===== src/rtl/radix2_seq_divider_pkg.sv =====
// Shared types and defaults for the radix-2 restoring divider.
package div_pkg;
   typedef enum logic [1:0] {IDLE, CALC, DONE} div_state_t;
   localparam int DIV_WIDTH = 16;
endpackage


===== src/rtl/radix2_seq_divider_if.sv =====
// Operand/result valid-ready bus of the sequential divider.
interface radix2_seq_divider_if
   import div_pkg::*;
#(
   parameter int WIDTH = DIV_WIDTH
);
   logic                 in_valid;
   logic                 in_ready;
   logic [2*WIDTH-1:0]   dividend;
   logic [WIDTH-1:0]     divisor;
   logic                 out_valid;
   logic                 out_ready;
   logic [WIDTH-1:0]     quotient;
   logic [WIDTH-1:0]     remainder;
   logic                 div_by_zero;
   logic                 overflow;

   modport slave (
      input  in_valid, dividend, divisor, out_ready,
      output in_ready, out_valid, quotient, remainder, div_by_zero, overflow
   );

   modport master (
      output in_valid, dividend, divisor, out_ready,
      input  in_ready, out_valid, quotient, remainder, div_by_zero, overflow
   );
endinterface


===== src/rtl/radix2_seq_divider_step.sv =====
// One restoring-division iteration: shift {R,Q} left, trial subtract, restore on borrow.
module div_step
   import div_pkg::*;
#(
   parameter int WIDTH = DIV_WIDTH
) (
   input  logic [WIDTH:0]   r_i,
   input  logic [WIDTH-1:0] q_i,
   input  logic [WIDTH-1:0] divisor_i,
   output logic [WIDTH:0]   r_o,
   output logic [WIDTH-1:0] q_o,
   output logic             qbit_o
);
   logic [WIDTH+1:0] r_sh;
   logic [WIDTH+1:0] trial;

   always_comb begin
      r_sh   = {r_i, q_i[WIDTH-1]};
      // Borrow out of the extra top bit means the trial went negative.
      trial  = r_sh - {2'b00, divisor_i};
      qbit_o = ~trial[WIDTH+1];
      r_o    = qbit_o ? trial[WIDTH:0] : r_sh[WIDTH:0];
      q_o    = {q_i[WIDTH-2:0], qbit_o};
   end
endmodule


===== src/rtl/radix2_seq_divider.sv =====
// Sequential restoring divider: 2W/W -> W quotient and remainder, one bit per cycle.
module radix2_seq_divider
   import div_pkg::*;
#(
   parameter int WIDTH = DIV_WIDTH
) (
   input  logic                 clk,
   input  logic                 rst_n,
   radix2_seq_divider_if.slave  bus
);
   localparam int CNT_W = $clog2(WIDTH + 1);

   div_state_t        state_q, state_d;
   logic [CNT_W-1:0]  cnt_q, cnt_d;
   logic [WIDTH:0]    r_q, r_d;
   logic [WIDTH-1:0]  q_q, q_d;
   logic [WIDTH-1:0]  dvs_q, dvs_d;
   logic [WIDTH-1:0]  quot_q, quot_d;
   logic [WIDTH-1:0]  rem_q, rem_d;
   logic              dbz_q, dbz_d;
   logic              ovf_q, ovf_d;

   logic [WIDTH:0]    st_r;
   logic [WIDTH-1:0]  st_q;
   logic              st_bit;
   logic [WIDTH-1:0]  hi, lo;

   div_step #(.WIDTH(WIDTH)) u_step (
      .r_i       (r_q),
      .q_i       (q_q),
      .divisor_i (dvs_q),
      .r_o       (st_r),
      .q_o       (st_q),
      .qbit_o    (st_bit)
   );

   assign hi = bus.dividend[2*WIDTH-1:WIDTH];
   assign lo = bus.dividend[WIDTH-1:0];

   assign bus.in_ready    = (state_q == IDLE);
   assign bus.out_valid   = (state_q == DONE);
   assign bus.quotient    = quot_q;
   assign bus.remainder   = rem_q;
   assign bus.div_by_zero = dbz_q;
   assign bus.overflow    = ovf_q;

   always_ff @(posedge clk) begin
      if (!rst_n) begin
         state_q <= IDLE;
         cnt_q   <= '0;
         r_q     <= '0;
         q_q     <= '0;
         dvs_q   <= '0;
         quot_q  <= '0;
         rem_q   <= '0;
         dbz_q   <= 1'b0;
         ovf_q   <= 1'b0;
      end else begin
         state_q <= state_d;
         cnt_q   <= cnt_d;
         r_q     <= r_d;
         q_q     <= q_d;
         dvs_q   <= dvs_d;
         quot_q  <= quot_d;
         rem_q   <= rem_d;
         dbz_q   <= dbz_d;
         ovf_q   <= ovf_d;
      end
   end

   always_comb begin
      state_d = state_q;
      cnt_d   = cnt_q;
      r_d     = r_q;
      q_d     = q_q;
      dvs_d   = dvs_q;
      quot_d  = quot_q;
      rem_d   = rem_q;
      dbz_d   = dbz_q;
      ovf_d   = ovf_q;

      case (state_q)
         IDLE: begin
            if (bus.in_valid) begin
               dvs_d = bus.divisor;
               r_d   = {1'b0, hi};
               q_d   = lo;
               // Zero divisor wins over overflow; both skip the iteration entirely.
               if (bus.divisor == '0) begin
                  state_d = DONE;
                  quot_d  = '1;
                  rem_d   = lo;
                  dbz_d   = 1'b1;
                  ovf_d   = 1'b0;
               end else if (hi >= bus.divisor) begin
                  state_d = DONE;
                  quot_d  = '1;
                  rem_d   = '0;
                  dbz_d   = 1'b0;
                  ovf_d   = 1'b1;
               end else begin
                  state_d = CALC;
                  cnt_d   = CNT_W'(WIDTH);
               end
            end
         end
         CALC: begin
            r_d   = st_r;
            q_d   = {q_q[WIDTH-2:0], st_bit};
            cnt_d = cnt_q - CNT_W'(1);
            if (cnt_q == CNT_W'(1)) begin
               state_d = DONE;
               quot_d  = st_q;
               rem_d   = st_r[WIDTH-1:0];
               dbz_d   = 1'b0;
               ovf_d   = 1'b0;
            end
         end
         DONE: begin
            if (bus.out_ready) state_d = IDLE;
         end
         default: state_d = IDLE;
      endcase
   end
endmodule


===== src/flat_wrapper.sv =====
// flat-port wrapper written by rule: the top's interface ports become plain ports
module radix2_seq_divider_flat import div_pkg::*;
#(
   parameter int WIDTH = DIV_WIDTH
)
  (clk, rst_n, bus_in_valid, bus_dividend, bus_divisor, bus_out_ready, bus_in_ready, bus_out_valid, bus_quotient, bus_remainder, bus_div_by_zero, bus_overflow);
  radix2_seq_divider_if #(.WIDTH(WIDTH)) bus_i ();
  input  logic clk;
  input  logic rst_n;
  input wire logic [$bits(bus_i.in_valid)-1:0] bus_in_valid;
  input wire logic [$bits(bus_i.dividend)-1:0] bus_dividend;
  input wire logic [$bits(bus_i.divisor)-1:0] bus_divisor;
  input wire logic [$bits(bus_i.out_ready)-1:0] bus_out_ready;
  output wire logic [$bits(bus_i.in_ready)-1:0] bus_in_ready;
  output wire logic [$bits(bus_i.out_valid)-1:0] bus_out_valid;
  output wire logic [$bits(bus_i.quotient)-1:0] bus_quotient;
  output wire logic [$bits(bus_i.remainder)-1:0] bus_remainder;
  output wire logic [$bits(bus_i.div_by_zero)-1:0] bus_div_by_zero;
  output wire logic [$bits(bus_i.overflow)-1:0] bus_overflow;
  assign bus_i.in_valid = bus_in_valid;
  assign bus_i.dividend = bus_dividend;
  assign bus_i.divisor = bus_divisor;
  assign bus_i.out_ready = bus_out_ready;
  assign bus_in_ready = bus_i.in_ready;
  assign bus_out_valid = bus_i.out_valid;
  assign bus_quotient = bus_i.quotient;
  assign bus_remainder = bus_i.remainder;
  assign bus_div_by_zero = bus_i.div_by_zero;
  assign bus_overflow = bus_i.overflow;
  radix2_seq_divider #(.WIDTH(WIDTH)) u_core (.clk(clk), .rst_n(rst_n), .bus(bus_i));
endmodule

===== config.mk =====
export PLATFORM = sky130hd
export DESIGN_NAME = radix2_seq_divider_flat
export DESIGN_NICKNAME = d
export VERILOG_FILES = /design/src/rtl/radix2_seq_divider_pkg.sv /design/src/rtl/radix2_seq_divider_if.sv /design/src/rtl/radix2_seq_divider_step.sv /design/src/rtl/radix2_seq_divider.sv /design/src/flat_wrapper.sv
export SDC_FILE = /design/constraint.sdc
export NUM_CORES = 1
export LEC_CHECK = 0
export BUFFER_PORTS_ARGS = -buffer_cell sky130_fd_sc_hd__clkbuf_2
export CAP_MARGIN = 20
export CORE_AREA = 2 2 126 128
export CTS_BUF_LIST = sky130_fd_sc_hd__clkbuf_4
export CTS_CLUSTER_DIAMETER = 150
export DETAILED_ROUTE_END_ITERATION = 6
export DIE_AREA = 0 0 128 130
export GPL_TIMING_DRIVEN = 0
export MAX_ROUTING_LAYER = met4
export SYNTH_ARGS = -nofsm -noshare
export SYNTH_HDL_FRONTEND = slang
export SYNTH_HIERARCHICAL = 1
export SYNTH_SLANG_ARGS = --single-unit

===== constraint.sdc =====
create_clock -name clk -period 2.3 [get_ports clk]
set_clock_uncertainty 0.05 [all_clocks]
set_input_delay 0.46 -clock clk [delete_from_list [all_inputs] [get_ports clk]]
set_output_delay 0.46 -clock clk [all_outputs]
set_load 0.01 [all_outputs]

After elaboration in Yosys (flattened, before gate mapping)
Cells that the tools add are included.
- add/sub/neg operators: 2
- order comparisons: 1
- equality and inequality tests: 9
- muxes and demuxes: 34
- bitwise logic cells: 1
- reduce and logical (&&, ||, !) cells: 8
- operators with widths (operator ; number):
    16-bit 2-to-1 mux ; 9
    16-bit one-hot mux with 2 select lines ; 3
    17-bit 2-to-1 mux ; 2
    17-bit one-hot mux with 2 select lines ; 1
    18-bit by 16-bit subtractor with 18-bit output ; 1
    16-bit greater-or-equal comparator ; 1
    16-bit logical NOT ; 1
    5-bit 2-to-1 mux ; 3
    2-bit 2-to-1 mux ; 5
    5-bit one-hot mux with 2 select lines ; 1
    2-bit inequality test (second input constant) ; 4
    4-bit AND reduction ; 2
    1-bit 2-to-1 mux ; 7
    2-bit one-hot mux with 3 select lines ; 1
    5-bit by 1-bit == test with 1-bit output (second input constant) ; 1
    5-bit by 1-bit subtractor with 5-bit output (second input constant) ; 1
    1-bit one-hot mux with 2 select lines ; 2
    2-bit AND reduction ; 2
    3-bit by 1-bit inequality test with 1-bit output (second input constant) ; 1
    3-bit AND reduction ; 1
    2-bit by 1-bit == test with 1-bit output (second input constant) ; 1
    2-bit == test (second input constant) ; 1
    2-bit logical NOT ; 1
    2-bit by 1-bit inequality test with 1-bit output (second input constant) ; 1
    2 further kinds ; 2
- flip-flop bits (word level): 90
- bits of input ports: 52
- output and inout bits: 36

Depth between registers and ports, before layout
Gate-level depths: netlist (run 1).
- word-level depth: 5
- mapped depth: 13
- depth with buffers taken out: 12

Hierarchy
Netlist (run 1), hierarchy kept.
- by module, submodules not included (module ; times used ; cells each ; area each (um2) ; sequential area each (um2)):
    radix2_seq_divider ; 1 ; 471 ; 4152.7 ; 1801.7
    div_step ; 1 ; 190 ; 1246.2 ; 0.0

Worst setup path before layout (run 1)
OpenSTA, ideal clock, no wires.
- path kind: flip-flop to flip-flop
- from: register u_core.dvs_q[4]
- to: register u_core.rem_q[15] (netlist: u_core/bus.remainder[15])
- setup time: 86 ps
- arrival: 2365 ps
- data required time: 2164 ps
- path slack: -201 ps
- stages on the path, launching flop included: 13
- cells stage by stage: dfxtp_1 -> inv_1 -> ha_1 -> a21o_1 -> a31o_1 -> o2111ai_1 -> a21boi_1 -> o221ai_2 -> buf_2 -> nand2_1 -> o31ai_1 -> a22oi_1 -> a211oi_1
- cells in the longest elaborated chain, start to end: 4
- RTL lines (element ; RTL line ; text):
    from (decl) ; radix2_seq_divider.sv:17 ; logic [WIDTH-1:0] dvs_q, dvs_d;
    from (signal assigned) ; radix2_seq_divider.sv:63 ; dvs_q <= dvs_d;
    18-bit by 16-bit subtractor with 18-bit output ; radix2_seq_divider_step.sv:20 ; trial = r_sh - {2'b00, divisor_i};
    17-bit 2-to-1 mux ; radix2_seq_divider_step.sv:22 ; r_o = qbit_o ? trial[WIDTH:0] : r_sh[WIDTH:0];
    named net u_core.st_r[15] ; radix2_seq_divider.sv:23 ; logic [WIDTH:0] st_r;
    16-bit 2-to-1 mux ; radix2_seq_divider.sv:111 ; if (cnt_q == CNT_W'(1)) begin
    16-bit one-hot mux with 2 select lines ; radix2_seq_divider.sv:82 ; case (state_q)
    to (signal assigned) ; radix2_seq_divider.sv:65 ; rem_q <= rem_d;
    to (decl) ; radix2_seq_divider.sv:19 ; logic [WIDTH-1:0] rem_q, rem_d;
The timed path passes the listed nets, and every way through them passes these cells. The select of a mux whose other input is x is not followed.
A chain may end at the register's enable or synchronous reset.

Final worst setup path (run 1)
- from: register u_core.q_q[15]
- to: register u_core.rem_q[12] (netlist: u_core/bus.remainder[12])
- cells in the longest elaborated chain, start to end: 4
- RTL lines (element ; RTL line ; text):
    from (decl) ; radix2_seq_divider.sv:16 ; logic [WIDTH-1:0] q_q, q_d;
    from (signal assigned) ; radix2_seq_divider.sv:62 ; q_q <= q_d;
    18-bit by 16-bit subtractor with 18-bit output ; radix2_seq_divider_step.sv:20 ;
    17-bit 2-to-1 mux ; radix2_seq_divider_step.sv:22 ;
    named net u_core.st_r[12] ; radix2_seq_divider.sv:23 ;
    16-bit 2-to-1 mux ; radix2_seq_divider.sv:111 ;
    16-bit one-hot mux with 2 select lines ; radix2_seq_divider.sv:82 ;
The timed path passes the listed nets, and every way through them passes these cells. The select of a mux whose other input is x is not followed.

==> results of run 1 <==
-- worst min path at each step --
stage                      startpoint                     end  slack [ps]
2_1_floorplan        u_core/dvs_q[12]        u_core/dvs_q[12]         380
3_3_place_gp   u_core/bus.div_by_zero  u_core/bus.div_by_zero         390
3_5_place_dp   u_core/bus.div_by_zero  u_core/bus.div_by_zero         400
4_1_cts                bus_divisor[8]         u_core/dvs_q[8]         130
5_1_grt                bus_divisor[8]         u_core/dvs_q[8]         140
6_report              bus_divisor[11]        u_core/dvs_q[11]         160
-- sequential cells by signal, indices dropped and copies added, names as in the netlist --
register	cells
u_core/r_q	17
u_core/bus.overflow	1
u_core/state_q	2
u_core/bus.remainder	16
u_core/cnt_q	5
u_core/bus.div_by_zero	1
u_core/dvs_q	16
u_core/bus.quotient	16
u_core/q_q	16
-- per-stage QoR --
| stage | area, um2 | total power [W] |
|---|---|---|
| after floorplan | 5560 | 0.00438 |
| after global placement | 6240 | 0.00523 |
| after detailed placement | 6240 | 0.00524 |
| after CTS | 6610 | 0.00666 |
| after global routing | 7130 | 0.00799 |
| final | 7130 | 0.00758 |
-- cell type report --
type | instances | area [um2]
Multi-Input combinational cell | 468 | 3700
Sequential cell | 90 | 1830
Buffer | 60 | 422
Timing Repair Buffer | 111 | 666
Inverter | 40 | 155
Tap cell | 192 | 240
Clock inverter | 5 | 55.1
Clock buffer | 9 | 67.6
Fill cell | 1521 | 8300
-- repair_timing --
action,in CTS,in global routing
setup buffers,9,12
setup endpoints to repair,49,73
pin swaps,23,36
resized for setup,46,85
gates cloned,1,3
-- power groups by stage --
stage	combinational [W]	clock (W)	sequential, W
4_1_cts	0.00376	0.000913	0.00199
3_3_place_gp	0.00322	0	0.00202
2_1_floorplan	0.00237	0	0.00201
5_1_grt	0.00496	0.000978	0.00205
6_report	0.00467	0.000893	0.00202
3_5_place_dp	0.00322	0	0.00202
-- placed cells by master (no fill, tap or decap), drive strengths merged, types with 17 or more instances in the layout --
cell type	synthesis	layout
clkbuf	33	126
nand2	116	116
dfxtp	90	90
a21oi	69	69
buf	31	54
inv	40	42
nor2	35	35
ha	34	34
a22oi	33	33
o21ai	33	33
a211oi	17	17
-- routing by layer --
| metal | track usage (%) | part of all wire (%) | vias up |
|---|---|---|---|
| li1 | - | - | 2590 |
| met1 | 27.1 | 48 | 2400 |
| met2 | 31.7 | 45 | 152 |
| met3 | 3.85 | 4.8 | 21 |
| met4 | 5.43 | 1.6 | 0 |
| met5 | - | 0 | - |
-- cell families (layout without fill, tap and decap cells) --
group           after synthesis  count (layout)  share of synthesized area, %
buf+inv                     104             225                          10.1
xor+xnor                     14              14                          2.27
flops                        90              90                          33.4
fa+ha+maj                    35              35                          8.25
mux                           2               2                         0.394
simple gates                201             201                          16.6
compound gates              215             216                          29.1
-- worst reg2reg max path: stages, from the launching register on --
cell and delay (ps):
dfxtp_2 390, inv_2 60, ha_4 170, fa_2 390, nor2b_4 160, o2111ai_4 130, a21oi_2 200, o2111ai_2 190
a21oi_2 250, xnor2_2 110, o21ai_4 170, a22oi_1 110, a211oi_1 240
==> qor.yml, run 1 <==
outcome:
  status: "complete, but fails checks"
  violations: "setup timing"
pwr:
  pwr-share-clk_pct: 11.8
  power.leakage_nw: 2.88
  p_int_w: 0.00424
  sw_frac_of_total_pct: 44.0
  comb_power_share_pct: 61.6
  pwr-share-seq_pct: 26.6
  p_sw_w: 0.00334
  power_density_nw_per_um2: 1060
  vdd_drop_max_v: 0.000438
worst_setup_path:
  required_ps: 2640
  cp.arrival_ps: 3020
  startpoint: "u_core/q_q[15]"
  critPathMaxStageDelay_ps: 390
  start_kind: "register"
  r2r_setup_slack_ps: -380
  reg2reg_from: "u_core/q_q[15]"
  reg2reg_depth: 12
  path_delay_family: "compound AO/OA/AOI/OAI gates"
  crit_top_cell: "a21oi_2"
  path_cells: "inv_2 > ha_4 > fa_2 > nor2b_4 > o2111ai_4 > a21oi_2 > o2111ai_2 > a21oi_2 > xnor2_2 > o21ai_4 > a22oi_1 > a211oi_1"
  cp.depth: 12
  endpoint: "u_core/bus.remainder[12]"
  cp-end-kind: "register"
  crit_buf_inv: 1
  timing.rr.end: "u_core/bus.remainder[12]"
  cp_slowest_cell: "dfxtp_2"
  path_max_fanout: 3
  critPathKind: "register to register"
min_path:
  worstHoldPathType: "input port to register"
  whs_path_depth: 3
timing:
  hold_viol_final: 0
  rsz0062_at_grt: "yes"
  fmax_ghz: 0.373
  worstMarginPinSlew_ps: 735
  slew_violations: 0
  fin_crit_ps: 2680
  final_min_period_over_clock_period_pct: 117
  setup_ws_ps: -382
  setup_violations: 35
  setup_tns_ps: -10210
  slew_headroom_pct: 51.0
  whs_ps: 159
cells_and_area:
  final_util_pct: 46.2
  nets: 867
  antenna_cells: 0
  syn2layout_area_growth_pct: 32.1
  final_layout_size_suffix_gt1_share_pct: 37.3
  stdcell_count: 975
global_route:
  grt_pass1_wl_um: 25400
  grt_pass1_vias: 4871
  grt_max_degree: 15
  grt_overflow: 0
  antenna_found_initial: 0
  grt_usage_pct: 20.3
clock_network:
  clk_latency_ps: 490
  cts.path.max_buffers: 2
  cts_hold_buf: 0
  cts_buffers: 9
  cts_tree: "yes"
  clk_pin_slew_ps: 140
  root_buffer: "clkbuf_4"
  htree_levels: 3
  cts_sinks: 90
synth:
  yosysWarnings: 6
  synth_ff_type: "dfxtp_1"
  syn_avg_cell_area_um2: 8.17
  synthArstFlopShare_pct: 0
  syn_inst: 661
  yosysSeqAreaShare_pct: 33.4
  yosysMostFrequentCell: "nand2_1"
  syn-num-nets: 748
  synth_edf_count: 0
  synth_top_cell_by_area: "dfxtp_1"
  synthTopCellsByCount: "nand2_1, dfxtp_1, a21oi_1, inv_1"
  synthDominantCellAreaShare_pct: 33.4
  synth_seq_cells: 90
  synth.cell_area_um2: 5400
  synthTopCellsByArea: "dfxtp_1, nand2_1, ha_1"
  yosysUniqueCellTypes: 64
die:
  initial_core_util_pct: 35.0
  die_w_um: 128
  num_rows: 46
  die_h_um: 130
  coreArea_um2: 15400
  dieArea_um2: 16600
  ios: 88
drt:
  first_iter_violations: 285
  drc: 0
  finalWirelength_um: 16800
  num_vias: 5163
  ant_nets: 0
  viasPerCell: 5.30
  dr.pass1.iters: 5
  wl_per_cell_um: 17.2
place:
  place_ws_ps: -596
  portBuffers: 87
  dp_cells: 940
  dp_hpwl_um: 12600
  finalWeightedCongestion: 0.926
run:
  max-cap-violations: 0
Note: power is estimated with default switching activity, not from simulation.
==> run 2: changes to the inputs <==
Settings changed: ABC_CLOCK_PERIOD_IN_PS set to 2300, CORE_AREA 2 2 126 128 to 2 2 104 106, DIE_AREA 0 0 128 130 to 0 0 106 108, HOLD_SLACK_MARGIN set to 0.15, PLACE_DENSITY set to 0.78.
==> qor.yml, run 2 (same netlist as run 1, synthesis figures left out) <==
min_path:
  worstHoldPathType: "input port to register"
  min_to: "u_core/dvs_q[3]"
  hold_start: "bus_divisor[3]"
  whs_path_depth: 3
worst_setup_path:
  critPathKind: "register to register"
  critPathMaxStageDelay_ps: 360
  crit_buf_inv: 4
  required_ps: 2620
  reg2reg_depth: 14
  r2r_setup_slack_ps: -430
  reg2reg_from: "u_core/dvs_q[4]"
  path_max_fanout: 5
  path_cells: "inv_2 > ha_4 > a21o_1 > a31o_1 > o2111ai_2 > a21boi_2 > o221ai_4 > buf_6 > buf_12 > buf_12 > nand2_4 > o21ai_4 > a22oi_2 > a211oi_2"
  timing.rr.end: "u_core/bus.remainder[10]"
  cp-end-kind: "register"
  path_delay_family: "compound AO/OA/AOI/OAI gates"
  crit_top_cell: "buf_12"
  cp_slowest_cell: "dfxtp_2"
  start_kind: "register"
  cp.arrival_ps: 3050
global_route:
  grt_overflow: 0
  grt_usage_pct: 28.9
  antenna_found_initial: 0
  grt_pass1_vias: 5115
  grt_max_degree: 16
  grt_pass1_wl_um: 25500
die:
  die_h_um: 108
  ios: 88
  die_w_um: 106
  dieArea_um2: 11400
  coreArea_um2: 10200
  num_rows: 37
  initial_core_util_pct: 52.8
drt:
  drc: 0
  finalWirelength_um: 17200
  num_vias: 5524
  viasPerCell: 5.97
  wl_per_cell_um: 18.5
  first_iter_violations: 391
  dr.pass1.iters: 5
  ant_nets: 0
cells_and_area:
  final_layout_size_suffix_gt1_share_pct: 38.5
  stdcell_area_um2: 7120
  largest_register_ff_count: 17
  nets: 871
  antenna_cells: 0
  final_common_cell: "nand2_1"
  layout_common_cells: "nand2_1, clkbuf_2, dfxtp_1"
  syn2layout_area_growth_pct: 31.8
  regMostFlops: "u_core/r_q"
clock_network:
  cts_hold_buf: 0
  clk_latency_ps: 440
  htree_levels: 3
  cts_sinks: 90
  clk_pin_slew_ps: 150
  cts_tree: "yes"
  cts.path.max_buffers: 2
  root_buffer: "clkbuf_4"
  cts_buffers: 9
timing:
  setup_ws_ps: -431
  fin_crit_ps: 2730
  slew_headroom_pct: 52.3
  final_min_period_over_clock_period_pct: 119
  hold_viol_final: 0
  setup_violations: 35
  worstMarginPinSlew_ps: 716
  rsz0062_at_grt: "yes"
  slew_violations: 0
  fmax_ghz: 0.366
place:
  portBuffers: 87
  dpl_cell_area_um2: 6170
  dp_hpwl_um: 12200
  finalWeightedCongestion: 0.935
outcome:
  violations: "setup timing"
  status: "complete, but fails checks"
pwr:
  power_density_nw_per_um2: 1100
  total_power_w: 0.00782
  power.leakage_nw: 2.91
  vdd_drop_max_v: 0.000613
run:
  max-cap-violations: 0
## run 2: changes by cell type in the layout (fill, tap and decap cells not counted), sizes merged
cell	delta
clkbuf	+2
o221ai	-1
clkinvlp	+2
clkinv	-1
buf	+5
bufinv	-1
## run 2: final cells by class
type / count / area, um2
Clock inverter: 5 / 37.5
Multi-Input combinational cell: 467 / 3700
Clock buffer: 11 / 82.6
Buffer: 60 / 429
Tap cell: 136 / 170
Timing Repair Buffer: 116 / 726
Fill cell: 820 / 3120
Inverter: 40 / 153
Sequential cell: 90 / 1820
## run 2: power by group
part           internal [W]  switching, W
Combinational       0.00226       0.00272
Sequential          0.00180      0.000216
Clock              0.000253      0.000566
## run 2: through the flow
stage,std cells,setup WS (ps),setup TNS [ps],utilization [%],hold WS [ps]
floorplan,661,-77.1,-836,-,385
global placement,884,-567,-19620,60.3,390
detailed placement,884,-661,-21580,60.3,398
CTS,911,-369,-10290,65.4,172
global route,925,-536,-15480,69.5,188
finish,925,-431,-12800,69.5,189
## run 2: layer usage
layer,part of all wire [%],global-route usage [%]
met1,43,36.1
met2,47,49.1
met3,6.6,3.01
met4,3.5,9.77
met5,0,-
## run 2: how the worst max path moves through the flow
stage,to,start,slack (ps),depth (start not counted)
2_1_floorplan,u_core/bus.remainder[9],u_core/dvs_q[12],-80,11
3_3_place_gp,u_core/bus.remainder[12],u_core/q_q[15],-570,12
3_5_place_dp,u_core/bus.remainder[12],u_core/q_q[15],-660,12
4_1_cts,u_core/r_q[3],u_core/dvs_q[1],-370,14
5_1_grt,u_core/bus.remainder[10],u_core/dvs_q[4],-540,14
6_report,u_core/bus.remainder[10],u_core/dvs_q[4],-430,14
## run 2: tightest hold or removal path: cells and delay by family
kind	cells	cell delay, ps
AO/OA/AOI/OAI	1	50
AND/OR/NAND/NOR	1	50
buffers and inverters	1	100
## run 2: what timing repair did
item / in CTS / in global routing
buffers inserted: 12 / 17
endpoints found under the setup margin: 43 / 73
resized for setup: 61 / 81
pin swaps: 45 / 47
hold endpoints to repair: 0 / 0
gates cloned: 1 / 0
